**src/rtl/delay_line_memory_if.sv**
```systemverilog
// Processor-side command and read-response bundle for the delay-line memory.
// Both channels use valid/ready: a transfer happens on a posedge where valid and ready are both high.
interface delay_line_memory_if #(
  parameter int WIDTH  = 8,
  parameter int ADDR_W = 2
);
  logic              cmd_valid;
  logic              cmd_ready;
  logic              cmd_we;
  logic [ADDR_W-1:0] cmd_addr;
  logic [WIDTH-1:0]  cmd_wdata;
  logic              rsp_valid;
  logic              rsp_ready;
  logic [WIDTH-1:0]  rsp_rdata;

  modport master (
    output cmd_valid, cmd_we, cmd_addr, cmd_wdata, rsp_ready,
    input  cmd_ready, rsp_valid, rsp_rdata
  );

  modport slave (
    input  cmd_valid, cmd_we, cmd_addr, cmd_wdata, rsp_ready,
    output cmd_ready, rsp_valid, rsp_rdata
  );
endinterface

```
**src/rtl/delay_line_memory.sv**
```systemverilog
// Recirculating serial memory: a WIDTH*DEPTH-bit line shifted one bit per clock,
// with a word controller that writes or captures a word as it passes the tap.
module delay_line_memory #(
  parameter int WIDTH  = 8,
  parameter int ADDR_W = 2,
  localparam int DEPTH = 1 << ADDR_W,
  localparam int L     = WIDTH * DEPTH,
  localparam int POS_W = $clog2(L),
  localparam int J_W   = $clog2(WIDTH)
) (
  input  logic             clk,
  input  logic             rst_n,
  delay_line_memory_if.slave bus,
  output logic             busy,
  output logic             dl_tap,
  output logic [POS_W-1:0] dl_pos,
  output logic [1:0]       dbg_state_o
);

  typedef enum logic [1:0] {
    S_IDLE   = 2'd0,
    S_ACTIVE = 2'd1,
    S_RESP   = 2'd2
  } state_e;

  state_e            state_q, state_d;
  logic [L-1:0]      line_q, line_d;
  logic [POS_W-1:0]  pos_q, pos_d;
  logic              we_q, we_d;
  logic [ADDR_W-1:0] addr_q, addr_d;
  logic [WIDTH-1:0]  wdata_q, wdata_d;
  logic [WIDTH-1:0]  rdata_q, rdata_d;
  logic              started_q, started_d;

  logic [POS_W-1:0]  base;
  logic [POS_W-1:0]  last_pos;
  logic [POS_W-1:0]  offset;
  logic [J_W-1:0]    j;
  logic              in_win;
  logic              xfer;
  logic              in_bit;

  assign base     = POS_W'(addr_q) * POS_W'(WIDTH);
  assign last_pos = base + POS_W'(WIDTH - 1);
  assign offset   = pos_q - base;
  assign j        = offset[J_W-1:0];
  assign in_win   = (pos_q >= base) && (pos_q <= last_pos);

  // A transfer may only begin at bit 0 of the word; a command accepted while the
  // tap is already inside its window waits for the next lap.
  assign xfer = (state_q == S_ACTIVE) && ((pos_q == base) || (started_q && in_win));

  always_comb begin
    state_d   = state_q;
    we_d      = we_q;
    addr_d    = addr_q;
    wdata_d   = wdata_q;
    rdata_d   = rdata_q;
    started_d = started_q;
    in_bit    = line_q[0];
    case (state_q)
      S_IDLE: begin
        if (bus.cmd_valid) begin
          we_d      = bus.cmd_we;
          addr_d    = bus.cmd_addr;
          wdata_d   = bus.cmd_wdata;
          started_d = 1'b0;
          state_d   = S_ACTIVE;
        end
      end
      S_ACTIVE: begin
        if (xfer) begin
          started_d = 1'b1;
          if (we_q) begin
            in_bit = wdata_q[j];
          end else begin
            rdata_d[j] = line_q[0];
          end
          if (pos_q == last_pos) begin
            started_d = 1'b0;
            state_d   = we_q ? S_IDLE : S_RESP;
          end
        end
      end
      S_RESP: begin
        if (bus.rsp_ready) begin
          state_d = S_IDLE;
        end
      end
      default: state_d = S_IDLE;
    endcase
    line_d = {in_bit, line_q[L-1:1]};
    pos_d  = (pos_q == POS_W'(L - 1)) ? '0 : pos_q + 1'b1;
  end

  always_ff @(posedge clk or negedge rst_n) begin
    if (!rst_n) begin
      state_q   <= S_IDLE;
      line_q    <= '0;
      pos_q     <= '0;
      we_q      <= 1'b0;
      addr_q    <= '0;
      wdata_q   <= '0;
      rdata_q   <= '0;
      started_q <= 1'b0;
    end else begin
      state_q   <= state_d;
      line_q    <= line_d;
      pos_q     <= pos_d;
      we_q      <= we_d;
      addr_q    <= addr_d;
      wdata_q   <= wdata_d;
      rdata_q   <= rdata_d;
      started_q <= started_d;
    end
  end

  assign bus.cmd_ready = (state_q == S_IDLE);
  assign bus.rsp_valid = (state_q == S_RESP);
  assign bus.rsp_rdata = rdata_q;
  assign busy          = (state_q != S_IDLE);
  assign dl_tap        = line_q[0];
  assign dl_pos        = pos_q;
  assign dbg_state_o   = state_q;

endmodule

```
**src/flat_wrapper.sv**
```systemverilog
// flat-port wrapper written by rule: the top's interface ports become plain ports
module delay_line_memory_flat 
#(
  parameter int WIDTH  = 8,
  parameter int ADDR_W = 2,
  localparam int DEPTH = 1 << ADDR_W,
  localparam int L     = WIDTH * DEPTH,
  localparam int POS_W = $clog2(L),
  localparam int J_W   = $clog2(WIDTH)
)
  (clk, rst_n, busy, dl_tap, dl_pos, dbg_state_o, bus_cmd_valid, bus_cmd_we, bus_cmd_addr, bus_cmd_wdata, bus_rsp_ready, bus_cmd_ready, bus_rsp_valid, bus_rsp_rdata);
  delay_line_memory_if #(.WIDTH(WIDTH), .ADDR_W(ADDR_W)) bus_i ();
  input  logic clk;
  input  logic rst_n;
  output logic busy;
  output logic dl_tap;
  output logic [POS_W-1:0] dl_pos;
  output logic [1:0] dbg_state_o;
  input wire logic [$bits(bus_i.cmd_valid)-1:0] bus_cmd_valid;
  input wire logic [$bits(bus_i.cmd_we)-1:0] bus_cmd_we;
  input wire logic [$bits(bus_i.cmd_addr)-1:0] bus_cmd_addr;
  input wire logic [$bits(bus_i.cmd_wdata)-1:0] bus_cmd_wdata;
  input wire logic [$bits(bus_i.rsp_ready)-1:0] bus_rsp_ready;
  output wire logic [$bits(bus_i.cmd_ready)-1:0] bus_cmd_ready;
  output wire logic [$bits(bus_i.rsp_valid)-1:0] bus_rsp_valid;
  output wire logic [$bits(bus_i.rsp_rdata)-1:0] bus_rsp_rdata;
  assign bus_i.cmd_valid = bus_cmd_valid;
  assign bus_i.cmd_we = bus_cmd_we;
  assign bus_i.cmd_addr = bus_cmd_addr;
  assign bus_i.cmd_wdata = bus_cmd_wdata;
  assign bus_i.rsp_ready = bus_rsp_ready;
  assign bus_cmd_ready = bus_i.cmd_ready;
  assign bus_rsp_valid = bus_i.rsp_valid;
  assign bus_rsp_rdata = bus_i.rsp_rdata;
  delay_line_memory #(.WIDTH(WIDTH), .ADDR_W(ADDR_W)) u_core (.clk(clk), .rst_n(rst_n), .bus(bus_i), .busy(busy), .dl_tap(dl_tap), .dl_pos(dl_pos), .dbg_state_o(dbg_state_o));
endmodule
```
**config.mk**
```make
export PLATFORM = sky130hd
export DESIGN_NAME = delay_line_memory_flat
export DESIGN_NICKNAME = d
export VERILOG_FILES = /design/src/rtl/delay_line_memory_if.sv /design/src/rtl/delay_line_memory.sv /design/src/flat_wrapper.sv
export SDC_FILE = /design/constraint.sdc
export NUM_CORES = 1
export LEC_CHECK = 0
export BUFFER_PORTS_ARGS = -buffer_cell sky130_fd_sc_hd__clkbuf_2
export CORE_ASPECT_RATIO = 1.5
export CORE_MARGIN = 5
export CORE_UTILIZATION = 50
export CTS_BUF_LIST = sky130_fd_sc_hd__clkbuf_4
export DETAILED_ROUTE_END_ITERATION = 7
export GPL_ROUTABILITY_DRIVEN = 0
export PLACE_DENSITY = 0.74
export SKIP_CTS_REPAIR_TIMING = 1
export SLEW_MARGIN = 40
export SYNTH_ARGS = -nofsm -noshare
export SYNTH_HDL_FRONTEND = slang
export SYNTH_SLANG_ARGS = --single-unit
```
**constraint.sdc**
```tcl
create_clock -name clk -period 2.3 [get_ports clk]
set_clock_uncertainty 0.2 [all_clocks]
set_input_delay 0.23 -clock clk [delete_from_list [all_inputs] [get_ports clk]]
set_output_delay 0.23 -clock clk [all_outputs]
set_load 0.02 [all_outputs]
```
# [Yosys cells after proc, flatten, opt, wreduce, memory -nomap -nowiden]
# Index checks and enable logic that the tools add are counted.
[word_totals] ff_bits=59 wordCells=56
[op_classes] add_sub_neg=3 magnitude_cmp=4 n_eq_ne=9 mux=19 bitwise=1 n_reduce_logical=12
[op_table] op="5-bit == test" count=2
[op_table] op="2-bit 2-to-1 mux" count=5
[op_table] op="8-bit bitwise mux" count=1
[op_table] op="1-bit 2-to-1 mux" count=8
[op_table] op="2-bit inequality test (second input constant)" count=3
[op_table] op="2-bit case mux with 3 select lines" count=1
[op_table] op="3-bit AND reduction" count=2
[op_table] op="5-bit by 1-bit adder with 5-bit output (second input constant)" count=1
[op_table] op="5-bit by 3-bit adder with 5-bit output (second input constant)" count=1
[op_table] op="5-bit == test (second input constant)" count=1
[op_table] op="5-bit >= comparator" count=1
[op_table] op="5-bit less-or-equal comparator" count=1
[op_table] op="5-bit 2-to-1 mux" count=1
[op_table] op="1-bit logical AND" count=4
[op_table] op="3-bit by 4-bit < comparator with 1-bit output (second input constant)" count=1
[op_table] op="4-bit AND reduction" count=1
[op_table] op="2-bit nonzero test" count=2
[op_table] op="1-bit binary-select mux with 3-bit select" count=1
[op_table] op="1-bit demux with 3-bit select" count=1
[op_table] op="3-bit by 1-bit >= comparator with 1-bit output (second input constant)" count=1
[op_table] op="3-bit by 1-bit subtractor with 3-bit output (second input constant)" count=1
[op_table] op="2-bit by 1-bit == test with 1-bit output (second input constant)" count=1
[op_table] op="2-bit == test (second input constant)" count=1
[op_table] op="2-bit logical NOT" count=1
[op_table] op="other kinds (5)" count=5

# [Logic depth before layout (Yosys ltp)]
# Gate-level depths: netlist (run 1).
[logic_depth] ltp_word=8 mapped_depth=8 depth_no_buf=6

# [Worst setup path after synthesis (run 1)]
# No wires, ideal clock.
[synth_path] path_type="register to register" startpoint="register u_core.pos_q[0] (netlist: u_core.dl_pos[0])" endpoint="register u_core.rdata_q[5] (netlist: u_core.bus.rsp_rdata[5])" setup_time_ps=128 arrival_time_ps=2051 required_time_ps=1972 path_slack_ps=-79 path_stages_with_launch=9 n_path_buf=2 synth_period_minus_slack_ps=2379 cell_sequence="dfrtp_1 -> buf_2 -> inv_1 -> ha_1 -> and4b_1 -> a31oi_2 -> buf_6 -> a2111oi_4 -> mux2_1"
[synth_via] elab_chain_cells=6 elab_cells_between_ends=15
[synth_lines] element="start: declaration" line_no="delay_line_memory.sv:28" text="logic [POS_W-1:0] pos_q, pos_d;"
[synth_lines] element="start signal: assignment" line_no="delay_line_memory.sv:109" text="pos_q <= pos_d;"
[synth_lines] element="3-bit by 1-bit subtractor with 3-bit output (tied with other cells)" line_no="delay_line_memory.sv:45" text="assign offset = pos_q - base;"
[synth_lines] element="3-bit by 4-bit < comparator with 1-bit output (not written as such) (tied with other cells)" line_no="delay_line_memory.sv:77" text="rdata_d[j] = line_q[0];"
[synth_lines] element="1-bit logical AND, on equally long branches" line_no="delay_line_memory.sv:77, delay_line_memory.sv:51"
[synth_lines] element="1-bit 2-to-1 mux (not written as such) / 1-bit logical OR (equally long branches)" line_no="delay_line_memory.sv:77, delay_line_memory.sv:51"
[synth_lines] element="1-bit demux with 3-bit select / 1-bit logical AND (equally long branches)"
[synth_lines] element="8-bit bitwise mux / 3-bit AND reduction (equally long branches)"
[synth_lines] element="end signal: assignment" line_no="delay_line_memory.sv:113" text="rdata_q <= rdata_d;"
[synth_lines] element="end: declaration" line_no="delay_line_memory.sv:32" text="logic [WIDTH-1:0] rdata_q, rdata_d;"
# Parallel ways exist; a longest one is shown, timed or not.
# A chain may end at the register's enable or synchronous reset.

# [Final worst setup path (run 1)]
[layout_path] startpoint="register u_core.pos_q[3] (netlist: u_core.dl_pos[3])" endpoint="register u_core.rdata_q[6] (netlist: u_core.bus.rsp_rdata[6])"
[layout_via] elab_chain_cells=6 elab_cells_between_ends=8
[layout_lines] element="5-bit >= comparator / 5-bit less-or-equal comparator (equally long branches)" line_no="delay_line_memory.sv:47" text="assign in_win = (pos_q >= base) && (pos_q <= last_pos);"
[layout_lines] element="1-bit logical AND" line_no="delay_line_memory.sv:47"
[layout_lines] element="1-bit logical AND" line_no="delay_line_memory.sv:51" text="assign xfer = (state_q == S_ACTIVE) && ((pos_q == base) || (started_q && in_win));"
[layout_lines] element="1-bit logical OR (*)" line_no="delay_line_memory.sv:51"
[layout_lines] element="1-bit logical AND (*)" line_no="delay_line_memory.sv:51"
[layout_lines] element="3-bit AND reduction (no line) (*)"
# Mark *: on every way between the ends. The rest lies on a longest branch, timed or not.

==> results_dict.tcl, run 1 <==
set metrics [dict create \
    synthArstFlopShare_pct 100 \
    cp_cell_sequence "inv_2, ha_4, and4_4, nand3_4, buf_6, a2111oi_4, mux2_4" \
    ys.flop_type "dfrtp_1" \
    grt_util_all_layers_pct 17.1 \
    vias_per_cell 5.41 \
    fin_hold_ws_ns 0.157 \
    wl_per_cell_um 17.3 \
    antenna_found_initial 0 \
    fin_nets 242 \
    yosysWarnings 0 \
    cp_data_arrival_time_ns 2.39 \
    ios 34 \
    core_mm2 0.00447 \
    hp-class "in2async" \
    hold_violations 0 \
    share_comb_of_total_power_pct 24.1 \
    clk_latency_ns 0.39 \
    critPathMaxStageDelay_ns 0.43 \
    vias 1477 \
    placed_cells 242 \
    timing.final.ws_setup_ns 0.00511 \
    drc_errors 0 \
    yosys-top-cells-area "dfrtp_1, mux2_2, ha_1" \
    drive_gt1_share_pct 47.1 \
    endpoint_kind "flop" \
    intPower_uw 1880 \
    relSlewSlack_pct 60.6 \
    grt_first_pass_wirelength_um 7540 \
    numCtsBuffers 9 \
    slew_viol_final 0 \
    max_cap_viol_count 0 \
    seq_area_frac_synth_pct 65.0 \
    ys_seq_elements 59 \
    switching_share_pct 29.6 \
    tritoncts_num_sinks 59 \
    netlist_area_mm2 0.00227 \
    syn_avg_cell_area_um2 15.0 \
    port_buffers 33 \
    root_buffer "clkbuf_4" \
    final.setup.tns_ns 0 \
    synthesis.nets 172 \
    leakage_uw 0.00144 \
    critPathMaxFanout 6 \
    fill_cells 298 \
    wl_um 4740 \
    pre_cts_slack_ns -0.138 \
    slowest_stage "dfrtp_2" \
    cts_tree "yes" \
    fmax_ghz 0.436 \
    die_y_um 92.5 \
    die_area_mm2 0.00602 \
    htree_levels 3 \
    peakVddDrop_v 0.000636 \
    rsz0062_at_grt "yes" \
    status "finished, final reports clean" \
    fin_crit_sh_pct 99.8 \
    yosysTopAreaCell "dfrtp_1" \
    die_w_um 65.0 \
    placed_cell_area_mm2 0.00260 \
    startpoint_type "flop" \
    clk_pin_slew_worst_paths_ns 0.10 \
    dr.pass1.iters 4 \
    min_period_ns 2.29 \
    grt_pass1_vias 1515 \
    synth_top_area_share_pct 65.0 \
    tightest_slew_ns 0.591 \
    ys_types 39 \
    drt-initial-drc-count 27 \
    diodes 0 \
    crit_required_ns 2.39 \
    syn_inst 151 \
    start_util_pct 50.8 \
    final_cells 273 \
    ant_nets 0 \
    overflow 0 \
    num_rows 30 \
    stdcell_area_mm2 0.00297 \
    setup_viol 0 \
    cts.path.max_buffers 2 \
    p_seq_share_pct 49.9 \
    critPathKind "reg2reg" \
    powerDensity_mw_per_mm2 900 \
    synth_edf_count 0 \
    switchingPower_uw 790 \
    hpwl_um 3200 \
    area_delta_synth_final_pct 30.8 \
    grt_max_degree 40 \
    clock_power_share_pct 26.1 \
]
## cell usage after synthesis (2+ instances only)
master,n
nand2_1,7
xnor2_1,2
nand3_1,4
mux2_2,16
mux4_2,2
nor2_1,6
a21oi_1,5
a2111oi_4,2
ha_1,6
o21ai_0,2
dfrtp_1,59
buf_6,3
nor2b_1,2
buf_2,2
inv_1,9
## worst max-delay path: cells and delay by family (launching register included)
kind,cells,cell delay (ns)
DFF,1,0.43
muxes,1,0.33
adders and majority gates,1,0.26
AOI/OAI and AO/OA,1,0.37
buffers and inverters,2,0.23
and+or+nand+nor,2,0.38
## final cells by class
| cell class | instances | area (um2) | area share (%) |
|---|---|---|---|
| clock inverters | 5 | 55.1 | 1.85 |
| flip-flops and latches | 59 | 1480 | 49.8 |
| multi-input cells | 77 | 793 | 26.7 |
| clock buffers | 10 | 75.1 | 2.53 |
| repair buffers | 65 | 473 | 15.9 |
| inverters | 9 | 33.8 | 1.14 |
| well taps | 48 | 60.1 | 2.02 |
## registers in the layout (all words and copies together), names as in the netlist
register	cells
u_core.we_q	1
u_core.addr_q	2
u_core.bus.rsp_rdata	8
u_core.line_q	32
u_core.started_q	1
u_core.dbg_state_o	2
u_core.wdata_q	8
u_core.dl_pos	5
## metal layers
layer	up-vias	track usage (%)	share of wire [%]
li1	664	-	-
met1	756	20.4	39
met2	46	26.8	54
met3	11	7.65	5.4
met4	0	7.27	2.2
met5	-	0	0
## kinds of logic (layout without fill, tap and decap cells)
kind of cell | after synthesis | after routing | synth area share (%)
XOR/XNOR | 2 | 2 | 0.771
multiplexers | 20 | 20 | 11.1
adder cells (fa/ha/maj) | 6 | 6 | 3.31
AND/OR/NAND/NOR | 32 | 32 | 8.71
buffers and inverters | 15 | 89 | 3.58
AO/OA/AOI/OAI | 17 | 17 | 7.55
flip-flops | 59 | 59 | 65.0
## path summary, 6_finish.rpt
check | start | endpoint | slack, ns | depth (start not counted)
hold reg to reg | u_core.line_q[18]$_DFF_PN0_ | u_core.line_q[17]$_DFF_PN0_ | 0.16 | 0
min in group clk | u_core.line_q[18]$_DFF_PN0_ | u_core.line_q[17]$_DFF_PN0_ | 0.16 | 0
max in group asynchronous | rst_n | u_core.we_q$_DFFE_PN0P_ | 1.14 | 3
hold / removal | rst_n | u_core.line_q[0]$_DFF_PN0_ | 0.16 | 2
setup reg to reg | u_core.dl_pos[3]$_DFF_PN0_ | u_core.bus.rsp_rdata[6]$_DFFE_PN0P_ | 0.005 | 7
setup / recovery | u_core.dl_pos[3]$_DFF_PN0_ | u_core.bus.rsp_rdata[6]$_DFFE_PN0P_ | 0.005 | 7
## power groups by stage
stage	registers (uW)	clock network, uW	logic, uW
floorplan	1310	0	388
global placement	1320	0	523
detailed placement	1340	0	552
CTS	1320	718	554
global route	1350	781	697
finish	1330	696	643
## through the flow
stage / power, uW / util (%)
6_report: 2670 / 66.5
5_1_grt: 2830 / 66.5
4_1_cts: 2600 / 61.1
3_5_place_dp: 1890 / 58.2
3_3_place_gp: 1840 / 58.2
2_1_floorplan: 1700 / -
## layout by cell type (no fill, tap or decap), drive strengths merged, types with 2 or more instances in the layout
cell type,count
nor2b,2
ha,6
a21oi,5
clkbuf,43
nor4b,2
buf,18
a31oi,2
dfrtp,59
nand3,5
nand2,7
inv,9
clkinv,3
dlygate4sd3,14
o21ai,2
nor2,6
xnor2,2
mux4,2
mux2,18
a2111oi,4
Note: power is estimated with default switching activity, not from simulation.
==> run 2: changes to the inputs <==
- CORE_MARGIN: 5 -> not set
- CTS_BUF_LIST: sky130_fd_sc_hd__clkbuf_4 -> not set
- GPL_ROUTABILITY_DRIVEN: 0 -> not set
==> run 2 against run 1 <==
The flow now finishes with violations (design-rule violations). Flip-flop and latch count unchanged. Highest routed layer unchanged. Worst setup slack better by 0.030 ns. Via count down 5.5%. Count of clock-buffer cells in the layout down 1. Largest cell class unchanged. Wire length down 8.9%. Utilization up 2.2 points.
==> results_dict.tcl, run 2 (synthesis results as in run 1) <==
set metrics [dict create \
    status "finished, violations left" \
    failed_checks "design-rule violations" \
    fmax_ghz 0.441 \
    cp_cell_sequence "inv_2, ha_4, and4_4, nand3_4, buf_6, a2111oi_4, mux2_4" \
    critPathKind "reg2reg" \
    grt_first_pass_wirelength_um 6930 \
    drive_gt1_share_pct 46.4 \
    clk_pin_slew_worst_paths_ns 0.06 \
    relSlewSlack_pct 53.4 \
    peakVddDrop_v 0.000637 \
    stdcell_area_mm2 0.00294 \
    drc_errors 4 \
    overflow 0 \
    wl_um 4310 \
    placed_cell_area_mm2 0.00254 \
    area_delta_synth_final_pct 29.5 \
    gp_congestion 0.874 \
    hold_violations 0 \
    cp_data_arrival_time_ns 2.28 \
    powerDensity_mw_per_mm2 920 \
    die_w_um 57.0 \
    antenna_found_initial 0 \
    max_cap_viol_count 0 \
    fin_crit_sh_pct 98.5 \
    cts_tree "yes" \
    rsz0062_at_grt "yes" \
    crit_required_ns 2.31 \
    regMostFlops "u_core.line_q" \
    hpwl_um 2900 \
    grt_max_degree 34 \
    setup_viol 0 \
    grt_pass1_vias 1453 \
    endpoint_kind "flop" \
    ant_nets 0 \
    tritoncts_num_sinks 59 \
    mostFrequentLayoutCell "dfrtp_1" \
    fin_hold_ws_ns 0.150 \
    root_buffer "clkbuf_8" \
    num_rows 29 \
    vias_per_cell 5.21 \
    dr.pass1.iters 6 \
    tightest_slew_ns 0.699 \
    ios 34 \
    critPathMaxFanout 6 \
    diodes 0 \
    start_util_pct 53.0 \
    die_area_mm2 0.00482 \
    slew_viol_final 0 \
    port_buffers 33 \
    die_y_um 84.5 \
    mostFrequentLayoutCells "dfrtp_1, clkbuf_2, mux2_2" \
    cts.path.max_buffers 2 \
    wl_per_cell_um 16.1 \
    numCtsBuffers 9 \
    largest_reg_flops 32 \
    critPathMaxStageDelay_ns 0.39 \
    leakage_uw 0.00143 \
    fin_nets 239 \
    drt-initial-drc-count 32 \
    slowest_stage "dfrtp_2" \
    core_mm2 0.00428 \
    hp-class "reg2reg" \
    vias 1396 \
    grt_util_all_layers_pct 20.1 \
    startpoint_type "flop" \
    clk_latency_ns 0.33 \
    htree_levels 3 \
    fill_cells 303 \
    min_period_ns 2.27 \
]
-- run 2: area by class of cell --
type	instances	area [um2]	share of cell area, %
flip-flops and latches	59	1480	50.3
multi-input cells	77	766	26.0
repair buffers	62	438	14.9
clock buffers	9	124	4.21
well taps	46	57.6	1.96
clock inverters	6	42.5	1.45
inverters	9	33.8	1.15
-- run 2: layer usage --
layer	GRT usage, %	routed length (um)	share of wire, %
met1	23.8	1750	40
met2	31.2	2300	53
met3	6.63	168	3.9
met4	12.6	93	2.2
met5	0	0	0
-- run 2: per-stage QoR --
stage               power, uW   TNS (ns)  util [%]  cells  setup slack [ns]
floorplan                1700  -0.000785         -    151         -0.000785
global placement         1820    -0.0302      59.4    235           -0.0302
detailed placement       1860    -0.0855      59.4    235           -0.0407
CTS                      2650     -0.115      63.3    250           -0.0570
global route             2850    -0.0553      68.7    268           -0.0426
finish                   2700          0      68.7    268            0.0348
-- run 2: worst paths after layout --
check,to,slack [ns],cells after the start,from
setup / recovery,u_core.bus.rsp_rdata[6]$_DFFE_PN0P_,0.03,7,u_core.dl_pos[3]$_DFF_PN0_
min in group asynchronous,u_core.bus.rsp_rdata[3]$_DFFE_PN0P_,0.27,2,rst_n
hold reg to reg,u_core.line_q[0]$_DFF_PN0_,0.15,0,u_core.line_q[1]$_DFF_PN0_
setup reg to reg,u_core.bus.rsp_rdata[6]$_DFFE_PN0P_,0.03,7,u_core.dl_pos[3]$_DFF_PN0_
hold / removal,u_core.line_q[0]$_DFF_PN0_,0.15,0,u_core.line_q[1]$_DFF_PN0_
max in group asynchronous,u_core.line_q[0]$_DFF_PN0_,1.02,3,rst_n
-- run 2: report_power, final --
| group | leakage (uW) | internal, uW | total [uW] | switching [uW] |
|---|---|---|---|---|
| clock network | 0.0000815 | 385 | 775 | 391 |
| logic | 0.000568 | 320 | 604 | 284 |
| registers | 0.000781 | 1220 | 1330 | 109 |
| total | 0.00143 | 1920 | 2700 | 784 |
-- run 2: critical path, delay by kind of cell (launching register included) --
kind / cells / cell delay (ns)
flops: 1 / 0.39
fa+ha+maj: 1 / 0.26
mux: 1 / 0.33
compound gates: 1 / 0.37
simple gates: 2 / 0.37
buf+inv: 2 / 0.23
